**src/rtl/proxy_pkg.sv**
```systemverilog
// Shared types for the proxy receive path: beat data type and FIFO occupancy classes.
package proxy_pkg;

   localparam int PROXY_DATA_W = 8;

   typedef logic [PROXY_DATA_W-1:0] proxy_data_t;

   typedef enum logic [1:0] {
      OCC_EMPTY,
      OCC_PARTIAL,
      OCC_FULL
   } occ_state_e;

endpackage

```
**src/rtl/proxy_rx_collector_if.sv**
```systemverilog
// Proxy beat input plus FWFT valid/ready output of the collector.
// master = proxy stage / consumer side, slave = collector.
interface proxy_rx_collector_if
   import proxy_pkg::*;
#(
   parameter int DATA_W = PROXY_DATA_W
);
   logic [DATA_W-1:0] proxy_data;
   logic              proxy_valid;
   logic [DATA_W-1:0] out_data;
   logic              out_valid;
   logic              out_ready;

   modport master (
      output proxy_data, proxy_valid, out_ready,
      input  out_data, out_valid
   );

   modport slave (
      input  proxy_data, proxy_valid, out_ready,
      output out_data, out_valid
   );
endinterface

```
**src/rtl/proxy_rx_fifo_mem.sv**
```systemverilog
// DEPTH x DATA_W storage: one synchronous write port, asynchronous read, no reset.
module proxy_rx_fifo_mem
   import proxy_pkg::*;
#(
   parameter int DATA_W = PROXY_DATA_W,
   parameter int DEPTH  = 4,
   parameter int AW     = $clog2(DEPTH)
) (
   input  logic              clk,
   input  logic              we_i,
   input  logic [AW-1:0]     waddr_i,
   input  logic [DATA_W-1:0] wdata_i,
   input  logic [AW-1:0]     raddr_i,
   output logic [DATA_W-1:0] rdata_o
);
   logic [DATA_W-1:0] mem_q [DEPTH];

   always_ff @(posedge clk) begin
      if (we_i) mem_q[waddr_i] <= wdata_i;
   end

   assign rdata_o = mem_q[raddr_i];
endmodule

```
**src/rtl/proxy_rx_collector.sv**
```systemverilog
// Collects proxy beats into a FWFT FIFO; beats arriving while full are dropped and flagged.
// Optional statistics counters are built only when PROXY_RX_STATS_EN is defined.
module proxy_rx_collector
   import proxy_pkg::*;
#(
   parameter int DATA_W = PROXY_DATA_W,
   parameter int DEPTH  = 4,
   parameter int CNT_W  = 16
) (
   input  logic                     clk,
   input  logic                     rst_n,
   proxy_rx_collector_if.slave      bus,
   output logic [$clog2(DEPTH):0]   fifo_count,
   output logic                     overflow,
   input  logic                     clr_overflow,
   output logic [CNT_W-1:0]         beat_cnt,
   output logic [CNT_W-1:0]         drop_cnt
);
   localparam int PTR_W = $clog2(DEPTH);
   localparam int OCC_W = PTR_W + 1;
   localparam logic [PTR_W-1:0] PTR_ONE  = PTR_W'(1);
   localparam logic [OCC_W-1:0] OCC_ONE  = OCC_W'(1);
   localparam logic [OCC_W-1:0] OCC_LAST = OCC_W'(DEPTH - 1);

   logic [PTR_W-1:0] wr_ptr_q, rd_ptr_q;
   logic [OCC_W-1:0] count_q;
   occ_state_e       occ_q;
   logic             ovf_q;

   logic full, valid, push, pop, drop;

   // Occupancy class is registered, so full/valid come straight off flops.
   assign full  = (occ_q == OCC_FULL);
   assign valid = (occ_q != OCC_EMPTY);
   assign pop   = valid && bus.out_ready;
   assign push  = bus.proxy_valid && (!full || pop);
   assign drop  = bus.proxy_valid && full && !pop;

   proxy_rx_fifo_mem #(
      .DATA_W (DATA_W),
      .DEPTH  (DEPTH),
      .AW     (PTR_W)
   ) u_mem (
      .clk     (clk),
      .we_i    (push),
      .waddr_i (wr_ptr_q),
      .wdata_i (bus.proxy_data),
      .raddr_i (rd_ptr_q),
      .rdata_o (bus.out_data)
   );

   always_ff @(posedge clk or negedge rst_n) begin
      if (!rst_n) begin
         wr_ptr_q <= '0;
         rd_ptr_q <= '0;
         count_q  <= '0;
         ovf_q    <= 1'b0;
      end else begin
         if (push) wr_ptr_q <= wr_ptr_q + PTR_ONE;
         if (pop)  rd_ptr_q <= rd_ptr_q + PTR_ONE;
         if (push && !pop)      count_q <= count_q + OCC_ONE;
         else if (pop && !push) count_q <= count_q - OCC_ONE;
         // A drop in the same cycle as a clear keeps the flag set.
         if (drop)              ovf_q <= 1'b1;
         else if (clr_overflow) ovf_q <= 1'b0;
      end
   end

   always_ff @(posedge clk or negedge rst_n) begin
      if (!rst_n) begin
         occ_q <= OCC_EMPTY;
      end else begin
         case (occ_q)
            OCC_EMPTY:   if (push) occ_q <= OCC_PARTIAL;
            OCC_PARTIAL: begin
               if (push && !pop && count_q == OCC_LAST)     occ_q <= OCC_FULL;
               else if (pop && !push && count_q == OCC_ONE) occ_q <= OCC_EMPTY;
            end
            OCC_FULL:    if (pop && !push) occ_q <= OCC_PARTIAL;
            default:     occ_q <= OCC_EMPTY;
         endcase
      end
   end

   assign bus.out_valid = valid;
   assign fifo_count    = count_q;
   assign overflow      = ovf_q;

`ifdef PROXY_RX_STATS_EN
   logic [CNT_W-1:0] beat_cnt_q, drop_cnt_q;

   // Both counters saturate at all-ones and only reset clears them.
   always_ff @(posedge clk or negedge rst_n) begin
      if (!rst_n) begin
         beat_cnt_q <= '0;
         drop_cnt_q <= '0;
      end else begin
         if (push && beat_cnt_q != '1) beat_cnt_q <= beat_cnt_q + CNT_W'(1);
         if (drop && drop_cnt_q != '1) drop_cnt_q <= drop_cnt_q + CNT_W'(1);
      end
   end

   assign beat_cnt = beat_cnt_q;
   assign drop_cnt = drop_cnt_q;
`else
   assign beat_cnt = '0;
   assign drop_cnt = '0;
`endif

endmodule

```
**src/flat_wrapper.sv**
```systemverilog
// flat-port wrapper written by rule: the top's interface ports become plain ports
module proxy_rx_collector_flat import proxy_pkg::*;
#(
   parameter int DATA_W = PROXY_DATA_W,
   parameter int DEPTH  = 4,
   parameter int CNT_W  = 16
)
  (clk, rst_n, fifo_count, overflow, clr_overflow, beat_cnt, drop_cnt, bus_proxy_data, bus_proxy_valid, bus_out_ready, bus_out_data, bus_out_valid);
  proxy_rx_collector_if #(.DATA_W(DATA_W)) bus_i ();
  input  logic clk;
  input  logic rst_n;
  output logic [$clog2(DEPTH):0] fifo_count;
  output logic overflow;
  input  logic clr_overflow;
  output logic [CNT_W-1:0] beat_cnt;
  output logic [CNT_W-1:0] drop_cnt;
  input wire logic [$bits(bus_i.proxy_data)-1:0] bus_proxy_data;
  input wire logic [$bits(bus_i.proxy_valid)-1:0] bus_proxy_valid;
  input wire logic [$bits(bus_i.out_ready)-1:0] bus_out_ready;
  output wire logic [$bits(bus_i.out_data)-1:0] bus_out_data;
  output wire logic [$bits(bus_i.out_valid)-1:0] bus_out_valid;
  assign bus_i.proxy_data = bus_proxy_data;
  assign bus_i.proxy_valid = bus_proxy_valid;
  assign bus_i.out_ready = bus_out_ready;
  assign bus_out_data = bus_i.out_data;
  assign bus_out_valid = bus_i.out_valid;
  proxy_rx_collector #(.DATA_W(DATA_W), .DEPTH(DEPTH), .CNT_W(CNT_W)) u_core (.clk(clk), .rst_n(rst_n), .bus(bus_i), .fifo_count(fifo_count), .overflow(overflow), .clr_overflow(clr_overflow), .beat_cnt(beat_cnt), .drop_cnt(drop_cnt));
endmodule
```
**config.mk**
```make
export PLATFORM = sky130hd
export DESIGN_NAME = proxy_rx_collector_flat
export DESIGN_NICKNAME = d
export VERILOG_FILES = /design/src/rtl/proxy_pkg.sv /design/src/rtl/proxy_rx_collector_if.sv /design/src/rtl/proxy_rx_fifo_mem.sv /design/src/rtl/proxy_rx_collector.sv /design/src/flat_wrapper.sv
export SDC_FILE = /design/constraint.sdc
export NUM_CORES = 1
export LEC_CHECK = 0
export CAP_MARGIN = 0
export CORE_AREA = 2 2 84 86
export CTS_CLUSTER_DIAMETER = 40
export DETAILED_ROUTE_END_ITERATION = 6
export DIE_AREA = 0 0 86 88
export HOLD_SLACK_MARGIN = 0.06
export PLACE_DENSITY = 0.55
export SLEW_MARGIN = 15
export SYNTH_ARGS = -nofsm -noshare
export SYNTH_HDL_FRONTEND = slang
export SYNTH_HIERARCHICAL = 1
export SYNTH_SLANG_ARGS = --single-unit
```
**constraint.sdc**
```tcl
create_clock -name clk -period 3.41 [get_ports clk]
set_input_delay 0.682 -clock clk [delete_from_list [all_inputs] [get_ports clk]]
set_output_delay 0.682 -clock clk [all_outputs]
set_load 0.1 [all_outputs]
```
==> results_dict.tcl, run 1 <==
set metrics [dict create \
    skew_ns 0.00864 \
    yosysSeqAreaShare_pct 60.3 \
    slew_violations 0 \
    clock_latency_ns 0.29 \
    core_um2 6640 \
    fin_util_pct 34.1 \
    cts_made_buffers 5 \
    cts.sinks 42 \
    grt_pass1_wl_um 5020 \
    synth_edf_count 32 \
    grt_pass1_vias 1001 \
    numPortBuffers 25 \
    antenna_cells 0 \
    postSynthAreaPerCell_um2 14.3 \
    grt.overflow.total 0 \
    cts_root_buffer "clkbuf_8" \
    drtIter0Drc 28 \
    post_cts_resized 0 \
    drc 0 \
    dp_hpwl_um 2300 \
    avgViaCountPerCell 4.22 \
    worstMarginPinSlew_ns 0.634 \
    critPathMaxFanout 10 \
    max_slew_margin_pct 57.7 \
    yosysUniqueCellTypes 34 \
    fin_crit_sh_pct 75.1 \
    gp_congestion 0.787 \
    cts_setup_buffers 0 \
    hold_viol 0 \
    cts-htree-levels 2 \
    pin_count 58 \
    wl_per_cell_um 13.1 \
    ys_warn_count 6 \
    dieHeight_um 88 \
    critPathArrivalTime_ns 1.88 \
    drive_gt1_share_pct 19.6 \
    finalSetupViolCount 0 \
    fin_nets 184 \
    crit_type "flip-flop to output port" \
    synth_ff_type "edfxtp_1" \
    die-area_um2 7570 \
    grt_max_degree 14 \
    cap_violations 0 \
    area_delta_synth_final_pct 12.8 \
    end_kind "output port" \
    grt_use_total_pct 8.91 \
    clock_path_buffers 2 \
    wl_um 3250 \
    initial_core_util_pct 30.2 \
    rsz0062_at_grt "no" \
    cts_tree "done" \
    cts_hold_buf 0 \
    first_pass_iters 4 \
    synthArstFlopShare_pct 23.8 \
    synth-seq-cells 42 \
    status "finished clean" \
    startpoint_type "flip-flop" \
    synthCells 140 \
    fin_crit_ns 2.56 \
    hp-class "flip-flop to flip-flop" \
    clkTransAtPathRegs_ns 0.07 \
    max_freq_mhz 390 \
    vias 1047 \
    cp_data_required_time_ns 2.73 \
    synth_area_um2 2010 \
    die_x_um 86 \
    antenna_found_initial 0 \
    rows 30 \
    antenna_left 0 \
    tns_ns 0 \
]
[registers in the layout, summed over array words and instances, names as in the netlist]
name                count
u_core/fifo_count       3
u_core/occ_q            2
u_core/overflow         1
u_core/rd_ptr_q         2
u_core/u_mem/mem_q     32
u_core/wr_ptr_q         2
[worst max-delay path, stage by stage, from the launching register on]
cell and delay, ns:
dfrtp_1 0.75, mux4_2 0.59, buf_4 0.25
[final cells by class]
type / instances / area (um^2)
fill: 662 / 4380
multi-input combinational: 86 / 618
inverter: 6 / 22.5
timing repair buffer: 26 / 225
tap: 80 / 100
sequential: 42 / 1210
clock buffer: 6 / 72.6
clock inverter: 2 / 13.8
[Yosys cell counts (all sizes together) (3+ instances only)]
master | number | area share (%)
buf | 36 | 13
dfrtp | 10 | 12
edfxtp | 32 | 48
ha | 4 | 2.5
inv | 6 | 1.1
mux4 | 8 | 9.0
nand2 | 5 | 0.94
nand3 | 5 | 1.2
nor2 | 3 | 0.56
o21a | 3 | 1.1
o21ai | 4 | 1.2
xnor2 | 4 | 1.7
[final timing paths]
path	cells after the start	slack [ns]	from	endpoint
max	2	0.85	u_core/rd_ptr_q[0]	bus_out_data[4]
min	1	0.52	u_core/wr_ptr_q[1]	u_core/wr_ptr_q[1]
max reg2reg	3	1.70	u_core/occ_q[0]	u_core/u_mem/mem_q[3][4]
min reg2reg	1	0.52	u_core/wr_ptr_q[1]	u_core/wr_ptr_q[1]
max in group asynchronous	1	2.38	rst_n	u_core/rd_ptr_q[0]
min in group asynchronous	1	0.71	rst_n	u_core/fifo_count[1]
[kinds of logic (layout without fill, tap and decap cells)]
logic type,after synthesis,count (layout),share of synthesized area (%)
AO/OA/AOI/OAI,12,12,3.93
XOR/XNOR,5,5,2.18
adder cells (fa/ha/maj),6,6,3.55
buffers and inverters,43,40,14.7
flip-flops,42,42,60.3
multiplexers,8,8,8.98
other,1,32,0.187
AND/OR/NAND/NOR,23,23,6.17
[metrics by stage]
step	std cells	hold WS, ns	setup slack (ns)	cell area (um^2)
2_1_floorplan	171	0.386	1.27	2120
3_3_place_gp	240	0.514	0.992	2180
3_5_place_dp	240	0.521	0.896	2180
4_1_cts	248	0.533	0.788	2260
5_1_grt	248	0.579	0.735	2260
6_report	248	0.524	0.848	2260
[cells in the final DEF (no fill, tap or decap), types with 3 or more instances in the layout]
| cell type | Yosys | routed |
|---|---|---|
| edfxtp_1 | 32 | 32 |
| conb_1 | 1 | 32 |
| nor2_1 | 3 | 3 |
| inv_1 | 6 | 6 |
| clkdlybuf4s50_1 | 0 | 12 |
| clkbuf_8 | 0 | 5 |
| mux4_2 | 8 | 8 |
| ha_1 | 4 | 4 |
| nand3_1 | 5 | 5 |
| xnor2_1 | 4 | 4 |
| buf_4 | 32 | 14 |
| dfrtp_1 | 10 | 10 |
| o21a_1 | 3 | 3 |
| nand2_1 | 5 | 5 |
[metal layers]
metal	global-route usage, %	share of wire [%]
met1	11.5	47
met2	14.0	46
met3	2.64	5.2
met4	3.90	1.3
met5	0	0
Power of run 1 is not shown: default switching activity piles up to over one toggle a cycle in this logic, so the estimate is an artifact.
==> inputs of run 2 (changes only) <==
clock period = 2.5 ns   (was 3.41 ns; I/O delays follow)
==> results_dict.tcl, run 2 (same netlist as run 1, synthesis figures left out) <==
set metrics [dict create \
    status "finished clean" \
    path_cells "buf_4, mux4_2, buf_12" \
    critPathSlowestCell "mux4_2" \
    fin_crit_sh_pct 91.8 \
    cts_made_buffers 5 \
    grt_max_degree 15 \
    dp_hpwl_um 2370 \
    grt_pass1_vias 985 \
    tns_ns 0 \
    fin_nets 187 \
    finalSetupViolCount 0 \
    largest-register "u_core/u_mem/mem_q" \
    vias 1049 \
    rsz0062_at_grt "no" \
    largest_register_ffs 32 \
    startpoint_type "flip-flop" \
    area_delta_synth_final_pct 19.1 \
    slew_violations 0 \
    crit_family "multiplexers" \
    skew_ns 0.00619 \
    fin_crit_ns 2.29 \
    initial_core_util_pct 30.2 \
    drtIter0Drc 52 \
    hp-class "input port to asynchronous set/reset pin" \
    drc 0 \
    cp_data_required_time_ns 2.00 \
    max_freq_mhz 436 \
    dieHeight_um 88 \
    grt_pass1_wl_um 5240 \
    final_cell_mix "conb_1, edfxtp_1, clkdlybuf4s50_1" \
    clock_path_buffers 2 \
    first_pass_iters 3 \
    end_kind "output port" \
    wl_um 3280 \
    die_x_um 86 \
    numPortBuffers 25 \
    wl_per_cell_um 13.1 \
    clock_latency_ns 0.29 \
    crit_path_max_incr_delay_ns 0.56 \
    critPathMaxFanout 6 \
    cap_violations 0 \
    grt_use_total_pct 9.31 \
    core_um2 6640 \
    drive_gt1_share_pct 21.6 \
    crit_type "flip-flop to output port" \
    clkTransAtPathRegs_ns 0.08 \
    rows 30 \
    cts_hold_buf 0 \
    cts_root_buffer "clkbuf_8" \
    cts.sinks 42 \
    grt.overflow.total 0 \
    cts_setup_buffers 0 \
    post_cts_resized 0 \
    avgViaCountPerCell 4.18 \
    pin_count 58 \
    antenna_cells 0 \
    cts-htree-levels 2 \
    gp_congestion 0.723 \
    critPathArrivalTime_ns 1.79 \
    antenna_found_initial 0 \
    die-area_um2 7570 \
    hold_viol 0 \
    cp.buffers_inverters 2 \
    cts_tree "done" \
    antenna_left 0 \
]
[run 2: path summary, 6_finish.rpt]
path	from	to	slack (ns)	cells after the start
worst max-delay path	u_core/rd_ptr_q[0]	bus_out_data[4]	0.21	3
worst min-delay path	rst_n	u_core/fifo_count[1]	0.53	1
worst max register to register	u_core/occ_q[0]	u_core/u_mem/mem_q[3][1]	0.76	3
worst min register to register	u_core/wr_ptr_q[1]	u_core/wr_ptr_q[1]	0.53	1
max in group asynchronous	rst_n	u_core/wr_ptr_q[0]	1.64	1
min in group clk	u_core/wr_ptr_q[1]	u_core/wr_ptr_q[1]	0.53	1
[run 2: worst register-to-register path, stage by stage (launching register included)]
cell and delay [ns]:
dfrtp_1 0.46, nand2b_1 0.21, o21a_1 0.25, and3_1 0.47
[run 2: metal layers]
layer / global-route usage, % / routed length, um / up-vias
li1: - / - / 498
met1: 12.4 / 1430 / 512
met2: 14.2 / 1620 / 32
met3: 2.73 / 170 / 7
met4: 3.90 / 57 / 0
met5: 0 / 0 / -
[run 2: area by class of cell]
type / count / area [um^2]
Clock inverter: 3 / 21.3
Inverter: 6 / 22.5
Tap cell: 80 / 100
Fill cell: 643 / 4250
Sequential cell: 42 / 1210
Clock buffer: 5 / 68.8
Multi-Input combinational cell: 86 / 618
Timing Repair Buffer: 29 / 348
[run 2: stage by stage]
stage / hold WS, ns / setup slack (ns) / util [%] / cell area [um^2] / instances
2_1_floorplan: 0.204 / 0.540 / - / 2120 / 171
3_3_place_gp: 0.513 / 0.467 / 34.6 / 2300 / 243
3_5_place_dp: 0.513 / 0.412 / 34.6 / 2300 / 243
4_1_cts: 0.528 / 0.166 / 36.0 / 2390 / 251
5_1_grt: 0.561 / 0.112 / 36.0 / 2390 / 251
6_report: 0.526 / 0.206 / 36.0 / 2390 / 251
Power of run 2 is left out for the same reason.
==> inputs of run 3 (changes only) <==
ABC_AREA = 1   (was default)
CORE_AREA = 2 2 88 90   (was 2 2 84 86)
DIE_AREA = 0 0 90 92   (was 0 0 86 88)
PLACE_DENSITY = 0.54   (was 0.55)
==> results_dict.tcl, run 3 <==
set metrics [dict create \
    status "finished clean" \
    synth_ff_type "edfxtp_1" \
    skew_ns 0.00322 \
    synth_common_cells "nand2_1, inv_1, buf_4, edfxtp_1, nand3_1" \
    cts_hold_buf 0 \
    cts-htree-levels 2 \
    ys_warn_count 6 \
    synth_top_cell_area_share_pct 43.6 \
    cp.buffers_inverters 2 \
    grt_pass1_wl_um 6580 \
    slew_violations 0 \
    die_x_um 90 \
    crit_type "flip-flop to output port" \
    fin_nets 283 \
    dieHeight_um 92 \
    layout_commonest_cell "nand2_1" \
    hold_start "u_core/wr_ptr_q[1]" \
    cp_data_required_time_ns 2.00 \
    hold_viol 0 \
    yosysTopAreaCell "edfxtp_1" \
    core_um2 7450 \
    tns_ns 0 \
    area_delta_synth_final_pct 19.4 \
    grt_max_degree 20 \
    die-area_um2 8280 \
    synth_area_um2 2200 \
    clock_latency_ns 0.29 \
    first_pass_iters 4 \
    clkTransAtPathRegs_ns 0.07 \
    wl_per_cell_um 11.1 \
    rows 32 \
    rrSetupSlack_ns 0.90 \
    synth_most_common_cell "nand2_1" \
    crit_path_max_incr_delay_ns 0.79 \
    drc 0 \
    cts_tree "done" \
    worstMarginPinSlew_ns 0.686 \
    final_cell_mix "nand2_1, inv_1, conb_1, edfxtp_1, nand3_1" \
    initial_core_util_pct 29.6 \
    synth_area_leaders "edfxtp_1, dfrtp_1, buf_4" \
    path_cells "inv_4, nand2_1, nand3_1, nand2_1, buf_12" \
    hp-class "flip-flop to flip-flop" \
    cts_root_buffer "clkbuf_8" \
    antenna_found_initial 0 \
    cts_made_buffers 5 \
    post_cts_resized 0 \
    max_freq_mhz 434 \
    critPathMaxFanout 19 \
    pin_count 58 \
    cts_setup_buffers 0 \
    yosysUniqueCellTypes 24 \
    worstRegToRegCells 8 \
    finalSetupViolCount 0 \
    yosysSeqAreaShare_pct 55.0 \
    r2r_end "u_core/u_mem/mem_q[0][1]" \
    postSynthAreaPerCell_um2 9.38 \
    max_slew_margin_pct 54.3 \
    antenna_left 0 \
    r2r-start "u_core/occ_q[1]" \
    synth-seq-cells 42 \
    avgViaCountPerCell 3.76 \
    drtIter0Drc 61 \
    fin_crit_ns 2.30 \
    vias 1389 \
    largest_register_ffs 32 \
    crit_family "flip-flops" \
    antenna_cells 0 \
    startpoint_type "flip-flop" \
    critPathArrivalTime_ns 1.80 \
    gp_congestion 0.758 \
    cap_violations 0 \
    grt.overflow.total 0 \
    largest-register "u_core/u_mem/mem_q" \
    clock_path_buffers 2 \
    rsz0062_at_grt "no" \
    wl_um 4080 \
    synthArstFlopShare_pct 23.8 \
    grt_pass1_vias 1339 \
    cts.sinks 42 \
    fin_crit_sh_pct 92.1 \
    critPathSlowestCell "dfrtp_1" \
    numPortBuffers 25 \
    synth_edf_count 32 \
    worstHoldPathCells 1 \
    dp_hpwl_um 3100 \
    end_kind "output port" \
    grt_use_total_pct 10.5 \
    holdPathEnd "u_core/wr_ptr_q[1]" \
    drive_gt1_share_pct 11.6 \
    cp_common_cell "nand2_1" \
    synthCells 235 \
]
==> run 3: worst max path at each step <==
stage                  startpoint  cells past startpoint                        to  slack (ns)
2_1_floorplan  u_core/rd_ptr_q[0]                      5           bus_out_data[0]        0.55
3_3_place_gp        bus_out_ready                      8  u_core/u_mem/mem_q[0][0]        0.45
3_5_place_dp        bus_out_ready                      8  u_core/u_mem/mem_q[1][4]        0.38
4_1_cts        u_core/rd_ptr_q[0]                      5           bus_out_data[7]        0.18
5_1_grt        u_core/rd_ptr_q[0]                      5           bus_out_data[7]        0.03
6_report       u_core/rd_ptr_q[0]                      5           bus_out_data[7]        0.20
==> run 3: kinds of logic (layout without fill, tap and decap cells) <==
logic type / Yosys count / in the layout / synth area share, %
AOI/OAI and AO/OA: 4 / 4 / 1.14
xor gates and xnor gates: 3 / 3 / 1.19
other: 1 / 32 / 0.170
and+or+nand+nor: 94 / 94 / 19.0
DFF: 42 / 42 / 55.0
buffers and inverters: 87 / 88 / 21.3
adders and majority gates: 4 / 4 / 2.27
==> run 3: through the flow <==
step | setup WS, ns | util [%] | cells | area [um^2] | hold slack (ns)
floorplan | 0.555 | - | 266 | 2320 | 0.204
global placement | 0.445 | 33.8 | 361 | 2520 | 0.528
detailed placement | 0.378 | 33.8 | 361 | 2520 | 0.514
CTS | 0.183 | 35.3 | 369 | 2630 | 0.529
global route | 0.0318 | 35.3 | 369 | 2630 | 0.557
finish | 0.198 | 35.3 | 369 | 2630 | 0.523
==> run 3: layout make-up <==
class,count,area (um^2)
multi-input combinational,137,639
clock buffer,8,111
inverter,51,194
fill,786,4820
sequential,42,1210
tap,102,128
timing repair buffer,29,348
==> run 3: metal layers <==
metal,vias to the layer above,part of all wire [%],global-route usage (%)
met3,8,6.0,2.79
li1,716,-,-
met2,44,49,17.9
met1,621,44,12.9
met4,0,1.5,3.85
met5,-,0,0
Power of run 3 is left out for the same reason.
